<file path="config.mk">
export PLATFORM = sky130hd
export DESIGN_NAME = soc_reset_sequencer
export DESIGN_NICKNAME = d
export VERILOG_FILES = /design/src/rtl/soc_reset_sequencer.sv
export SDC_FILE = /design/constraint.sdc
export NUM_CORES = 1
export LEC_CHECK = 0
export BUFFER_PORTS_ARGS = -buffer_cell sky130_fd_sc_hd__buf_2
export CORE_ASPECT_RATIO = 0.8
export CORE_MARGIN = 3
export CORE_UTILIZATION = 55
export DETAILED_ROUTE_END_ITERATION = 12
export GPL_TIMING_DRIVEN = 1
export PLACE_DENSITY = 0.87
export SLEW_MARGIN = 30
export SYNTH_ARGS = -nofsm -noshare
export SYNTH_HDL_FRONTEND = slang
export SYNTH_SLANG_ARGS = --single-unit
</file>
<file path="constraint.sdc">
create_clock -name HCLK -period 4.21 [get_ports HCLK]
set_input_delay 0 -clock HCLK [delete_from_list [all_inputs] [get_ports HCLK]]
set_output_delay 0 -clock HCLK [all_outputs]
set_load 0.02 [all_outputs]
</file>
<file path="src/rtl/soc_reset_sequencer.sv">
// Ordered reset sequencer: peripheral reset released first, core reset CORE_DELAY cycles later.
// Define SOC_RST_SYNC_EN to pass the request inputs through 2-flop synchronizers.
module soc_reset_sequencer #(
  parameter int ASSERT_CYCLES = 16,
  parameter int CORE_DELAY    = 8,
  parameter int CNT_WIDTH     = 8
) (
  input  logic       HCLK,
  input  logic       HRESET,
  input  logic       wd_expired_i,
  input  logic       soft_reset_i,
  input  logic       cause_clr_i,
  output logic       periph_rst_o,
  output logic       core_rst_o,
  output logic [1:0] cause_o,
  output logic [7:0] rst_count_o,
  output logic       busy_o
);

  localparam logic [CNT_WIDTH-1:0] LP_HOLD_LOAD = CNT_WIDTH'(ASSERT_CYCLES - 1);
  localparam logic [CNT_WIDTH-1:0] LP_PREL_LOAD = CNT_WIDTH'(CORE_DELAY - 1);
  localparam logic [CNT_WIDTH-1:0] LP_CNT_ZERO  = CNT_WIDTH'(0);
  localparam logic [CNT_WIDTH-1:0] LP_CNT_ONE   = CNT_WIDTH'(1);

  localparam logic [1:0] LP_CAUSE_CLR  = 2'b00;
  localparam logic [1:0] LP_CAUSE_POR  = 2'b01;
  localparam logic [1:0] LP_CAUSE_WD   = 2'b10;
  localparam logic [1:0] LP_CAUSE_SOFT = 2'b11;

  typedef enum logic [1:0] {
    ST_HOLD = 2'b00,
    ST_PREL = 2'b01,
    ST_IDLE = 2'b10
  } state_t;

  state_t                r_state;
  state_t                w_state_nxt;
  logic [CNT_WIDTH-1:0]  r_cnt;
  logic [CNT_WIDTH-1:0]  w_cnt_nxt;
  logic [1:0]            r_cause;
  logic [1:0]            w_cause_nxt;
  logic [7:0]            r_rst_count;
  logic [7:0]            w_rst_count_nxt;
  logic                  r_periph;
  logic                  r_core;
  logic                  r_busy;
  logic                  w_wd_lvl;
  logic                  w_soft_lvl;
  logic                  r_wd_prev;
  logic                  r_soft_prev;
  logic                  w_wd_rise;
  logic                  w_soft_rise;

`ifdef SOC_RST_SYNC_EN
  logic [1:0] r_wd_sync;
  logic [1:0] r_soft_sync;

  // Two-stage synchronizers for requests arriving from other clock domains
  always_ff @(posedge HCLK or posedge HRESET) begin
    if (HRESET) begin
      r_wd_sync   <= 2'b00;
      r_soft_sync <= 2'b00;
    end else begin
      r_wd_sync   <= {r_wd_sync[0], wd_expired_i};
      r_soft_sync <= {r_soft_sync[0], soft_reset_i};
    end
  end

  assign w_wd_lvl   = r_wd_sync[1];
  assign w_soft_lvl = r_soft_sync[1];
`else
  assign w_wd_lvl   = wd_expired_i;
  assign w_soft_lvl = soft_reset_i;
`endif

  // Edge-detect history registers
  always_ff @(posedge HCLK or posedge HRESET) begin
    if (HRESET) begin
      r_wd_prev   <= 1'b0;
      r_soft_prev <= 1'b0;
    end else begin
      r_wd_prev   <= w_wd_lvl;
      r_soft_prev <= w_soft_lvl;
    end
  end

  assign w_wd_rise   = w_wd_lvl & ~r_wd_prev;
  assign w_soft_rise = w_soft_lvl & ~r_soft_prev;

  // Next-state, counter, cause and reset-count logic
  always_comb begin
    w_state_nxt     = r_state;
    w_cnt_nxt       = r_cnt;
    w_cause_nxt     = r_cause;
    w_rst_count_nxt = r_rst_count;
    case (r_state)
      ST_HOLD: begin
        if (r_cnt == LP_CNT_ZERO) begin
          w_state_nxt = ST_PREL;
          w_cnt_nxt   = LP_PREL_LOAD;
        end else begin
          w_cnt_nxt = r_cnt - LP_CNT_ONE;
        end
      end
      ST_PREL: begin
        if (r_cnt == LP_CNT_ZERO) begin
          w_state_nxt = ST_IDLE;
        end else begin
          w_cnt_nxt = r_cnt - LP_CNT_ONE;
        end
      end
      ST_IDLE: begin
        // A new trigger outranks a same-cycle cause clear; watchdog outranks soft reset
        if (w_wd_rise || w_soft_rise) begin
          w_state_nxt     = ST_HOLD;
          w_cnt_nxt       = LP_HOLD_LOAD;
          w_cause_nxt     = w_wd_rise ? LP_CAUSE_WD : LP_CAUSE_SOFT;
          w_rst_count_nxt = (r_rst_count == 8'hFF) ? r_rst_count : (r_rst_count + 8'd1);
        end else if (cause_clr_i) begin
          w_cause_nxt = LP_CAUSE_CLR;
        end else begin
          w_cause_nxt = r_cause;
        end
      end
      default: begin
        w_state_nxt = ST_HOLD;
        w_cnt_nxt   = LP_HOLD_LOAD;
      end
    endcase
  end

  // State, counter and status registers; outputs registered from next state
  always_ff @(posedge HCLK or posedge HRESET) begin
    if (HRESET) begin
      r_state     <= ST_HOLD;
      r_cnt       <= LP_HOLD_LOAD;
      r_cause     <= LP_CAUSE_POR;
      r_rst_count <= 8'd0;
      r_periph    <= 1'b1;
      r_core      <= 1'b1;
      r_busy      <= 1'b1;
    end else begin
      r_state     <= w_state_nxt;
      r_cnt       <= w_cnt_nxt;
      r_cause     <= w_cause_nxt;
      r_rst_count <= w_rst_count_nxt;
      r_periph    <= (w_state_nxt == ST_HOLD);
      r_core      <= (w_state_nxt != ST_IDLE);
      r_busy      <= (w_state_nxt != ST_IDLE);
    end
  end

  assign periph_rst_o = r_periph;
  assign core_rst_o   = r_core;
  assign cause_o      = r_cause;
  assign rst_count_o  = r_rst_count;
  assign busy_o       = r_busy;

endmodule

</file>
### Word level (Yosys, flattened, before mapping)

Cells that the tools add are included.

* register bits after elaboration: 24
* bits of input ports: 5
* word-level logic and storage cells: 40

* $add $sub $neg: 2
* eq/ne operators: 6
* mux-type cells: 11
* bitwise operators: 5
* reductions and logical operators: 8

Operators with widths (number)
* 8-bit two-way mux: 3
* 8-bit one-hot mux with 3 select lines: 1
* 2-bit two-way mux: 5
* 8-bit by 1-bit adder with 8-bit output (second input constant): 1
* 8-bit == test (second input constant): 1
* 8-bit zero test: 1
* 8-bit by 1-bit subtractor with 8-bit output (second input constant): 1
* 2-bit inequality test (second input constant): 3
* 2-bit one-hot mux with 3 select lines: 1
* 2-bit zero test: 2
* 2-bit AND reduction: 2
* 1-bit NOT: 3
* 3-bit AND reduction: 1
* 1-bit AND: 2
* 2-bit by 1-bit == test with 1-bit output (second input constant): 1
* 2-bit == test (second input constant): 1
* 2-bit nonzero test: 1
* 1-bit logical OR: 1
* 1-bit two-way mux: 1

### Depth between registers and ports, before layout

Gate-level depths: netlist of run 1.

* depth after elaboration: 6
* gate-level depth with buffers: 8
* mapped depth without buffers: 7

### Worst setup path after synthesis of run 1

No wires, ideal clock.

* kind: reg2reg
* start point: reg r_cnt[0]
* end point: reg r_cnt[6]
* setup time: 0.078 ns
* arrival time: 1.923 ns
* data required time: 4.132 ns
* setup slack: 2.209 ns
* stages on the path, launching flop included: 8
* buffers on the path: 1
* clock period less this slack: 2.001 ns
* cell sequence: dfstp_2 > inv_1 > ha_1 > or3b_2 > nor4b_4 > buf_6 > or4_2 > a21oi_1

* cells in the longest elaborated chain, start to end: 3
* elaborated cells between the ends (all ways): 7
* classes of those cells: add/sub: 1; eq/ne: 1; mux: 3; reduce/logical: 2

Ends and longest elaborated chain
* from (decl): RTL line 38 `logic [CNT_WIDTH-1:0] r_cnt;`
* from (signal assigned): RTL line 144 `r_cnt <= w_cnt_nxt;`
* 8-bit by 1-bit subtractor with 8-bit output or 8-bit zero test (tied branches)
* 8-bit two-way mux, or another cell as far along: RTL line 106 `if (r_cnt == LP_CNT_ZERO) begin`
* 8-bit one-hot mux with 3 select lines or 2-bit AND reduction (tied branches)

Several ways; a longest one is shown, not always the timed one. The select of a mux whose other input is x is not followed.
A chain may end at the register's enable or synchronous reset.

### Worst setup path after layout of run 1

* start point: reg r_cnt[1]
* end point: reg r_cnt[2]

The elaborated chain is that of the path after synthesis.

==> results.md, run 1 <==
* Run status: finished clean
* Clock Skews at ~0.0032 ns
* Setup ws final at around 2.1 ns
* Synthesized flop and latch total at 24
* Drt initial violations at 41
* Fillers at 143
* Clock power share at between 10% and 20%
* CTS buffer count at 3
* Global-route wire length before repair at 4.36 mm
* Worst Hold Margin at ~0.26 ns
* Pwr Density at 567 nW/um^2
* Sequential fraction of the synthesis area at 49.1%
* DPL Wire Length at between 1.5 and 2 mm
* Dpl cells at roughly 150
* # setup viols final at 0
* Worst endpoint data arrival time at approximately 2.4 ns
* Syn avg cell area at between 10 and 15 sq um
* Count of buffers from port buffering at 17
* GR Util All Layers at about a fifth
* Die extent in y at 48.5 um
* FP Rows at 14
* Final Slew Violations at 0
* Total Routed Length at 2.45 mm
* Largest net degree at the start of global routing at 25
* Clock H-tree levels at 1
* Unique cell type count in the Yosys netlist at 40
* Internal at 496 uW
* Gpl congestion at 0.902
* Synthesized cell area at 1240 sq um
* Worst slack at placement at 2.12 ns
* Max cap viols at 0
* CTS tree: yes
* Overall Power at 783 uW
* Final Cycle Share at around half
* Initial Util at 62.1%
* Routed WL per cell at between 15 and 20 um
* # IOs at 18
* Clock-pin slew of the registers on the worst-case setup and hold paths at 0.12 ns
* Setup CP Type: reg -> reg
* Post-synth EDFFs at 0
* CP endpoint kind: flop
* Actual slew at the worst max-slew pin at approximately 0.8 ns
* Net Count, Synth at 125
* Vias per inst at 5.98
* Clock Tree Buf Depth at 2
* Pleak at about 0.00064 uW
* NetSw at 288 uW
* Core Area at ~2000 sq um
* Worst endpoint required time at 4.47 ns
* Ys async rst share at 100%
* Full die area at 2860 sq um
* Synth Warn # at 0
* # diodes at 0
* Synth Instances at around 120
* Primary FF master, synth: dfrtp_1
* Grt total ovfl at 0
* Max Clock Freq at around 0.48 GHz
* Nets@finish at around 150
* DRT antenna net count at 0
* Max_slew headroom at 46.1%
* Startpoint Class: flop
* CTS root buf: clkbuf_4
* HP Class: in -> async
* Vias in the first global route at approximately 980
* Min cycle time layout at between 2 and 2.5 ns
* Final Hold Viols at 0
* Final std cells w/o fill at between 150 and 200
* Layout cells sized above 1 at 28.7%
* Worst-Skew Late Latency at between 0.3 and 0.4 ns
* Vias at 957
* Critical path peak fanout at 11
* Area delta synth->final at 11.4%
* Initial antenna violation count at 0
* Combinational share of power at between 30% and 40%
* Sequential power share at 49.6%
* Final setup TNS at 0 ns
* RSZ-0062 raised after global routing: no
* Switching Fraction at a little under two fifths
* DR pass1 iterations at 4
* Die width at 59.1 um
* DRC viols at 0
* Clk sinks at 24
* Max VDD drop at 418 uV
## cell type report
type	count	area (sq um)	area share [%]
multi-input cells	82	562	40.7
inverters	5	18.8	1.36
repair buffers	21	125	9.06
clock buffers	4	36.3	2.63
well taps	24	30.0	2.17
flip-flops and latches	24	609	44.1
## what timing repair did
item | in CTS | in global routing
hold endpoints to repair | 20 | 0
hold buffers | 4 | 0
buffers inserted | 0 | 0
gates resized for setup | 0 | 0
endpoints found under the setup margin | 0 | 0
## path summary, 6_finish.rpt
kind	from	to	slack, ns	cells after the start
max reg2reg	r_cnt[1]	r_cnt[2]	2.11	6
max in group asynchronous	HRESET	r_cnt[3]	3.56	3
min in group HCLK	wd_expired_i	r_wd_prev	0.34	2
min reg2reg	cause_o[1]	cause_o[1]	0.49	2
max	r_cnt[1]	r_cnt[2]	2.11	6
min	HRESET	rst_count_o[2]	0.26	3
## synthesized netlist by cell type, drive strengths merged (2+ instances only)
| master | instances | area, sq um |
|---|---|---|
| dfstp | 7 | 184 |
| nor4b | 2 | 32.5 |
| nand2 | 6 | 22.5 |
| nor2 | 11 | 41.3 |
| a21oi | 5 | 25.0 |
| or3 | 2 | 13.8 |
| xnor2 | 3 | 26.3 |
| inv | 5 | 18.8 |
| dfrtp | 17 | 425 |
| o21ai | 6 | 30.0 |
| o31ai | 6 | 45.0 |
| nor2b | 3 | 18.8 |
| nand3 | 2 | 10.0 |
| or4 | 4 | 37.5 |
| nor3 | 8 | 40.0 |
| buf | 5 | 45.0 |
| xor2 | 5 | 43.8 |
| ha | 3 | 37.5 |
## routing by layer
metal  track usage [%]  up-vias  share of wire, %
met5                 0        -                 0
met4              4.15        0               1.1
met3              6.38        6               6.2
met2              31.3       30                48
met1              25.9      465                44
li1                  -      456                 -
## logic make-up after synthesis
group | count (synthesis) | share of synthesized area (%)
AO/OA/AOI/OAI | 24 | 13.3
XOR/XNOR | 8 | 5.65
adder cells (fa/ha/maj) | 3 | 3.03
buffers and inverters | 11 | 5.55
flip-flops | 24 | 49.1
multiplexers | 2 | 1.72
AND/OR/NAND/NOR | 45 | 21.6
## critical path, cell delays in order (launching register included)
cell,delay (ns)
dfstp_2,0.39
inv_1,0.09
ha_1,0.14
or3b_2,0.52
nor4b_4,0.49
nor3_1,0.09
or3_1,0.32
## power groups by stage
stage	sequential, uW	clock, uW	combinational [uW]
floorplan	397	0	199
detailed placement	390	0	273
global placement	386	0	257
CTS	386	122	276
global route	401	132	305
finish	388	120	274
## per-stage QoR
| step | utilization, % | area [sq um] |
|---|---|---|
| final | 69.2 | 1380 |
| after global routing | 69.2 | 1380 |
| after CTS | 69.2 | 1380 |
| after detailed placement | 65.4 | 1310 |
| after global placement | 65.4 | 1310 |
| after floorplan | - | 1240 |
## sequential cells by signal, indices dropped and copies added (netlist names)
register / cells
periph_rst_o: 1
cause_o: 2
r_cnt: 8
rst_count_o: 8
r_soft_prev: 1
r_state: 2
r_wd_prev: 1
busy_o: 1
## cell usage in the layout (no fill, tap or decap), types with 2 or more instances in the layout
master and n:
a21oi_1 5, buf_2 17, clkbuf_4 3, dfrtp_1 17
dfstp_2 7, dlygate4sd3_1 4, ha_1 3, inv_1 4
nand2_1 6, nand3_1 2, nor2_1 11, nor2b_1 3
nor3_1 8, o21ai_0 5, o31ai_1 6, or4_2 3
xnor2_1 3, xor2_1 5
No activity file was read; power rests on OpenSTA's default activity.
==> run 2: changes to the inputs <==
Clock period 4.21 ns to 2.2 ns, I/O delays scaled along.
==> results.md, run 2 (synthesis gave the netlist of run 1 again) <==
* Run status: finished clean
* Initial Util at 62.1%
* Layout cells sized above 1 at 29.5%
* Initial antenna violation count at 0
* CTS tree: yes
* Die extent in y at 48.5 um
* DR pass1 iterations at 5
* Actual slew at the worst max-slew pin at ~0.82 ns
* CP endpoint kind: flop
* Max VDD drop at 896 uV
* Max_slew headroom at 45.2%
* DPL Wire Length at 1.82 mm
* DRT antenna net count at 0
* Clock H-tree levels at 1
* Clock-pin slew of the registers on the worst-case setup and hold paths at 0.13 ns
* Setup ws final at 0.125 ns
* Finished Core Util at a little over two thirds
* Core Area at 2000 sq um
* Nets@finish at roughly 150
* Min cycle time layout at a little over 2 ns
* Clock Skews at between 0.007 and 0.008 ns
* # diodes at 0
* Resized Gates After CTS at 0
* Total Routed Length at between 2 and 3 mm
* Buf+Inv Stages, Crit Path at 0
* Vias per inst at 6.08
* Final std cells w/o fill at 163
* Family with the most delay on the worst path: simple AND/OR/NAND/NOR gates
* Most frequent cells in the layout: dfrtp_1, buf_2, nor2_1
* CTS root buf: clkbuf_4
* Area delta synth->final at 13.0%
* Gpl congestion at 0.966
* CTS buffer count at 3
* Setup CP Type: reg -> reg
* # IOs at 18
* Dpl cells at 154
* Final Cycle Share at 94.3%
* Vias in the first global route at 930
* Drt initial violations at 45
* Overall Power at between 1000 and 1500 uW
* Die width at a little under 60 um
* Worst path max stage delay at about 0.68 ns
* Largest net degree at the start of global routing at 25
* Worst endpoint data arrival time at 2.33 ns
* CP Cell Sequence: nor2b_1 -> o311ai_0 -> or4_2 -> a21oi_1
* CP max stage cell: or4_2
* HP Class: in -> async
* Worst-Skew Late Latency at 0.31 ns
* RSZ-0062 raised after global routing: no
* Startpoint Class: flop
* Count of buffers from port buffering at 17
* Worst endpoint required time at ~2.5 ns
* Routed WL per cell at ~16 um
* Buffer count from post-CTS setup fixing at 0
* Worst slack at placement at ~0.10 ns
* Critical path peak fanout at 9
* Max cap viols at 0
* FP Rows at 14
* Final Slew Violations at 0
* Global-route wire length before repair at 4.28 mm
* Clock Tree Buf Depth at 2
* Full die area at 2860 sq um
* Pwr Density at 1060 nW/um^2
* Final Hold Viols at 0
* Grt total ovfl at 0
* # setup viols final at 0
* Final setup TNS at 0 ns
* Clk sinks at 24
* Vias at 991
* GR Util All Layers at 19.5%
* DRC viols at 0
* Pleak at 0.000643 uW
* Max Clock Freq at 0.482 GHz
* Fillers at 155
==> run 2: report_power, final <==
part	total (uW)	switching (uW)	internal, uW
Clock	196	125	70.9
Sequential	752	142	610
Combinational	536	293	243
Total	1480	561	924
==> run 2: cell type report <==
cell class	instances	area, sq um	share of cell area [%]
well taps	24	30.0	2.14
flip-flops and latches	24	609	43.5
repair buffers	23	140	10.0
inverters	5	18.8	1.34
clock buffers	4	26.3	1.88
multi-input cells	83	577	41.2
==> run 2: per-layer routing <==
| metal | share of wire, % | vias to the layer above | GRT usage [%] |
|---|---|---|---|
| met5 | 0 | - | 0 |
| met1 | 45 | 462 | 26.9 |
| met4 | 2.8 | 0 | 6.42 |
| met2 | 45 | 49 | 29.4 |
| li1 | - | 468 | - |
| met3 | 7.5 | 12 | 5.85 |
==> run 2: tightest hold or removal path, cell delays in order <==
cell	delay, ns
dlygate4sd3_1	0.53
buf_2	0.12
clkinv_1	0.43
==> run 2: worst paths after layout <==
check	depth (start not counted)	start	slack, ns	end
min reg2reg	1	rst_count_o[5]	0.50	rst_count_o[5]
max	4	r_wd_prev	0.12	r_cnt[7]
max reg2reg	4	r_wd_prev	0.12	r_cnt[7]
max in group asynchronous	3	HRESET	1.54	r_wd_prev
min	3	HRESET	0.27	rst_count_o[4]
min in group HCLK	2	soft_reset_i	0.35	r_soft_prev
==> run 2: metrics by stage <==
| stage | hold slack (ns) | instance area [sq um] |
|---|---|---|
| after CTS | 0.327 | 1390 |
| after detailed placement | 0.123 | 1320 |
| final | 0.267 | 1400 |
| after global placement | 0.120 | 1320 |
| after floorplan | 0.00943 | 1240 |
| after global routing | 0.316 | 1400 |
==> run 2: repair_timing <==
action / 4_1_cts / 5_1_grt
endpoints found under the hold margin: 20 / 0
setup endpoints to repair: 0 / 3
hold buffers: 4 / 0
